==> config.mk <==
export PLATFORM = sky130hd
export DESIGN_NAME = mvm_ctrl
export DESIGN_NICKNAME = d
export VERILOG_FILES = /design/src/rtl/mvm_ctrl.sv
export SDC_FILE = /design/constraint.sdc
export NUM_CORES = 1
export LEC_CHECK = 0
export CORE_MARGIN = 8
export CORE_UTILIZATION = 40
export CTS_CLUSTER_DIAMETER = 30
export DETAILED_ROUTE_END_ITERATION = 12
export HOLD_SLACK_MARGIN = 0.06
export PLACE_DENSITY = 0.72
export SLEW_MARGIN = 30
export SYNTH_ARGS = -nofsm -noshare
export SYNTH_HDL_FRONTEND = slang
export SYNTH_SLANG_ARGS = --single-unit
==> constraint.sdc <==
create_clock -name clk -period 1.5 [get_ports clk]
set_input_delay 0.15 -clock clk [delete_from_list [all_inputs] [get_ports clk]]
set_output_delay 0.15 -clock clk [all_outputs]
set_load 0.02 [all_outputs]
==> src/rtl/mvm_ctrl.sv <==
// mvm_ctrl: matrix-vector multiply sequencer (loads A then x, runs lane passes, streams results); `define MVM_CTRL_REUSE_A_EN adds reuse_a to keep A across vectors
module mvm_ctrl #(
  parameter int NROWS = 4,
  parameter int NCOLS = 4,
  parameter int NUM_LANES = 2,
  localparam int AW = $clog2(NROWS * NCOLS / NUM_LANES) > 1 ? $clog2(NROWS * NCOLS / NUM_LANES) : 1,
  localparam int XW = $clog2(NCOLS) > 1 ? $clog2(NCOLS) : 1,
  localparam int LW = $clog2(NUM_LANES) > 1 ? $clog2(NUM_LANES) : 1,
  localparam int RW = $clog2(NROWS) > 1 ? $clog2(NROWS) : 1
) (
  input  logic                 clk,
  input  logic                 reset,
`ifdef MVM_CTRL_REUSE_A_EN
  input  logic                 reuse_a,
`endif
  input  logic                 s_valid,
  output logic                 s_ready,
  output logic                 m_valid,
  input  logic                 m_ready,
  output logic [NUM_LANES-1:0] wr_en_a,
  output logic [AW-1:0]        addr_a,
  output logic                 wr_en_x,
  output logic [XW-1:0]        addr_x,
  output logic                 clear_acc,
  output logic                 en_acc,
  output logic [LW-1:0]        out_sel,
  output logic [RW-1:0]        out_row
);
  localparam int PASSES = NROWS / NUM_LANES;
  localparam int PW = $clog2(PASSES) > 1 ? $clog2(PASSES) : 1;
  localparam logic [XW-1:0] C_LAST = XW'(NCOLS - 1);
  localparam logic [LW-1:0] L_LAST = LW'(NUM_LANES - 1);
  localparam logic [PW-1:0] P_LAST = PW'(PASSES - 1);
  typedef enum logic [2:0] {LOAD_A, LOAD_X, COMPUTE, DRAIN, OUTPUT} state_t;
  state_t state, wrap_state;
  logic [XW-1:0] c;
  logic [LW-1:0] sel;
  logic [PW-1:0] pass;
  logic en_q, clr_q, last_col, last_sel, last_pass;
  assign last_col = c == C_LAST;
  assign last_sel = sel == L_LAST;
  assign last_pass = pass == P_LAST;
`ifdef MVM_CTRL_REUSE_A_EN
  assign wrap_state = reuse_a ? LOAD_X : LOAD_A;
`else
  assign wrap_state = LOAD_A;
`endif
  // LOAD_A reuses pass/sel as row-group/lane so bank address matches the compute read
  always_ff @(posedge clk) begin
    if (reset) begin
      state <= LOAD_A;
      c <= '0;
      sel <= '0;
      pass <= '0;
      en_q <= 1'b0;
      clr_q <= 1'b0;
    end else begin
      en_q <= state == COMPUTE;
      clr_q <= state == COMPUTE && c == '0;
      case (state)
        LOAD_A: if (s_valid) begin
          c <= last_col ? '0 : c + 1'b1;
          if (last_col) begin
            sel <= last_sel ? '0 : sel + 1'b1;
            if (last_sel) begin
              pass <= last_pass ? '0 : pass + 1'b1;
              if (last_pass) state <= LOAD_X;
            end
          end
        end
        LOAD_X: if (s_valid) begin
          c <= last_col ? '0 : c + 1'b1;
          if (last_col) state <= COMPUTE;
        end
        COMPUTE: begin
          c <= last_col ? '0 : c + 1'b1;
          if (last_col) state <= DRAIN;
        end
        DRAIN: state <= OUTPUT;
        OUTPUT: if (m_ready) begin
          sel <= last_sel ? '0 : sel + 1'b1;
          if (last_sel) begin
            pass <= last_pass ? '0 : pass + 1'b1;
            state <= last_pass ? wrap_state : COMPUTE;
          end
        end
        default: state <= LOAD_A;
      endcase
    end
  end
  always_comb begin
    s_ready = 1'b0;
    m_valid = 1'b0;
    wr_en_a = '0;
    addr_a = '0;
    wr_en_x = 1'b0;
    addr_x = '0;
    clear_acc = 1'b0;
    en_acc = 1'b0;
    out_sel = '0;
    out_row = '0;
    if (!reset) begin
      s_ready = state == LOAD_A || state == LOAD_X;
      wr_en_a = (state == LOAD_A && s_valid) ? NUM_LANES'(1) << sel : '0;
      addr_a = (state == LOAD_A || state == COMPUTE) ? AW'(pass) * AW'(NCOLS) + AW'(c) : '0;
      wr_en_x = state == LOAD_X && s_valid;
      addr_x = (state == LOAD_X || state == COMPUTE) ? c : '0;
      clear_acc = clr_q;
      en_acc = en_q;
      m_valid = state == OUTPUT;
      out_sel = state == OUTPUT ? sel : '0;
      out_row = state == OUTPUT ? RW'(pass) * RW'(NUM_LANES) + RW'(sel) : '0;
    end
  end
endmodule

==> reports/metrics.yaml, run 1 <==
setup_path:
  ff2ff_path_depth: 5
  required_ps: 1350
  critical-path-max-stage-delay_ps: 370
  timing.rr.end: "state[0]$_SDFFE_PP0P_"
  crit_path_end: "addr_x[0]"
  startpoint: "state[0]$_SDFFE_PP0P_"
  cp_cell_sequence: "buf_4 > xnor2_1 > nor4_1 > buf_2"
  cp-end-kind: "primary output"
  worst-r2r-setup-slack_ps: 90
  cp-start-kind: "flip-flop"
  path_depth: 4
  cp_slowest_cell: "dfxtp_4"
  crit_fanout: 6
  critPathTopFamily: "flip-flops"
  cp_num_buf_inv: 2
  crit_type: "flip-flop to primary output"
  r2r-start: "c[0]$_SDFFE_PP0P_"
  cp.arrival_ps: 1320
final_layout:
  areaGrowthSynthToFinish_pct: 57.25
  antenna_cells: 0
  drive_gt1_frac: 0.4915
  nets: 125
  mostFrequentLayoutCells: "30 x buf_4, 9 x nor2_1, 6 x dfxtp_1, 6 x buf_2, 5 x and2_1"
  final_common_cell: "buf_4"
drt:
  initialDrtViolationCount: 5
  drc: 0
  wirelength_mm: 1.815
  vias: 685
  dr.pass1.iters: 4
  wl_per_cell_um: 13.54
  via_per_inst: 5.112
  antenna_left: 0
floorplan:
  rows: 14
  fp.dieArea_um2: 3129
  core_um2: 1506
  start_util: 0.4236
  fp.dieH_um: 55.94
  dieWidth_um: 55.94
  io_pins: 19
power:
  ir_worst_vdd_mv: 0.3630
  p_leak_nw: 0.4680
  powerDensity_nw_per_um2: 542.1
  p_total_w: 0.0005440
logic_synthesis:
  yosysSeqAreaShare: 0.2824
  ys_ff_latch: 9
  synth-async-reset-ratio: 0
  synth_area_leaders: "dfxtp_1 28%, nor2_1 6.5%, and2_1 5.9%, a2111oi_4 4.3%, xnor2_1 4.1%"
  synth_ff_type: "dfxtp_1"
  ys_types: 31
  syn-num-nets: 83
  syn_area_per_cell_um2: 8.287
  synth-edff-count: 0
  synthCells: 77
  syn-cell-area_um2: 638.1
  synth-warning-count: 0
  synth_area_leader_cell: "dfxtp_1"
  synth_top_area_share: 0.2824
status:
  status: "finished, final reports clean"
placement:
  place_hpwl_mm: 1.476
  io_buffers: 18
  dp_slack_ps: -382.2
  gp_congestion: 0.8782
cts:
  cts_buffers: 3
  insertion_delay_ps: 270
  cts_root_buf: "clkbuf_4"
  clockBufferDepth: 2
  cts_tree: "built"
  cts_max_level: 1
  cts_sinks: 9
  ctsHoldBuffers: 0
  clkTransAtPathRegs_ps: 70
global_route:
  antenna_found_initial: 0
  grt_max_degree: 11
  grt_usage: 0.1184
  overflow: 0
  grt_pass1_wl_mm: 3.132
  grt_pass1_vias: 707
sta:
  slew_viol_final: 0
  timing.final.ws_setup_ps: 32.64
  slew-limit-headroom: 0.8283
  rsz0062_at_grt: "true"
  timing_hold_violations_final: 0
  setup_viol: 0
  timing.fmax_mhz: 681.5
  period_needed_ps: 1467
  period_share: 0.9782
  clock_skew_ps: 4.255
  worstMarginPinSlew_ps: 257.6
run:
  cap_violations: 0
min_path:
  min_path_cells: 2
  hp-class: "flip-flop to flip-flop"
[tightest hold or removal path, cell delays in order, from the launching register on]
cell     delay [ps]
dfxtp_1         330
mux2i_1         140
nor2_1           60
[repair_timing]
item,4_1_cts,5_1_grt
setup buffers,0,0
gates resized for setup,62,20
endpoints found under the setup margin,15,16
gates cloned,0,0
pin swaps,0,3
[synth_stat cells, types with 2 or more instances]
| cell type | n |
|---|---|
| a21oi_1 | 3 |
| xnor2_1 | 3 |
| buf_2 | 2 |
| mux2i_1 | 2 |
| nor4_1 | 2 |
| nand2b_1 | 4 |
| and2_1 | 6 |
| inv_1 | 4 |
| ha_1 | 2 |
| nand2_1 | 4 |
| nor3_1 | 3 |
| nor2b_1 | 4 |
| dfxtp_1 | 9 |
| buf_4 | 2 |
| nor2_1 | 11 |
[final cells by class]
type / count / area, µm²
inverters: 4 / 15.01
well taps: 16 / 20.02
flip-flops and latches: 9 / 188.9
multi-input cells: 59 / 446.7
clock buffers: 4 / 26.28
fillers: 128 / 503.0
repair buffers: 42 / 306.5
[worst min-delay path by stage]
stage	startpoint	slack, ps	to
floorplan	reset	350	m_valid
global placement	c[1]$_SDFFE_PP0P_	550	c[1]$_SDFFE_PP0P_
detailed placement	c[1]$_SDFFE_PP0P_	570	c[1]$_SDFFE_PP0P_
CTS	c[1]$_SDFFE_PP0P_	570	c[1]$_SDFFE_PP0P_
global route	c[1]$_SDFFE_PP0P_	610	c[1]$_SDFFE_PP0P_
finish	c[1]$_SDFFE_PP0P_	570	c[1]$_SDFFE_PP0P_
[layer usage]
layer | part of all wire | wire length (µm) | vias to the layer above | track usage
li1 | - | - | 348 | -
met5 | 0 | 0 | - | 0
met3 | 0.035 | 63 | 6 | 0.01826
met1 | 0.46 | 828 | 316 | 0.1247
met4 | 0.029 | 53 | 0 | 0.08935
met2 | 0.48 | 870 | 15 | 0.2051
[through the flow]
step	hold WS (ps)	utilization	cells	cell area [µm²]	setup TNS, ps
4_1_cts	569.5	0.6487	134	977.2	0
2_1_floorplan	352.3	-	77	641.9	0
5_1_grt	606.3	0.6661	134	1003	-47.90
6_report	571.5	0.6661	134	1003	0
3_5_place_dp	565.5	0.6595	130	993.5	-4862
3_3_place_gp	545.5	0.6595	130	993.5	-4687
[report_power, final]
| part | switching, W | leakage (nW) | internal, W | total [W] |
|---|---|---|---|---|
| Combinational | 0.0000475 | 0.378 | 0.0000508 | 0.0000983 |
| Sequential | 0.00000514 | 0.0750 | 0.000241 | 0.000246 |
| Clock | 0.0000970 | 0.0150 | 0.000103 | 0.000200 |
| Total | 0.000150 | 0.468 | 0.000394 | 0.000544 |
[cell families after synthesis]
group                      count (synthesis)  share of synthesized area
buffers and inverters                      9                    0.06861
AOI/OAI and AO/OA                         14                     0.1981
DFF                                        9                     0.2823
adders and majority gates                  2                    0.03921
and+or+nand+nor                           38                     0.3392
muxes                                      2                    0.03137
xor gates and xnor gates                   3                    0.04118
[state kept, by name, summed over array words and instances (netlist names)]
name and cells:
c 2, clr_q 1, en_q 1, last_pass 1
last_sel 1, state 3
No activity file was read; power rests on OpenSTA's default activity.
==> run 2: changes to the inputs <==
--- a/config.mk
+++ b/config.mk
@@ -5,6 +5,7 @@
 export SDC_FILE = /design/constraint.sdc
 export NUM_CORES = 1
 export LEC_CHECK = 0
+export CAP_MARGIN = 5
 export CORE_MARGIN = 8
 export CORE_UTILIZATION = 40
 export CTS_CLUSTER_DIAMETER = 30
==> results of run 2 <==
Same layout as run 1: the final DEF is identical, and so are final timing and power.
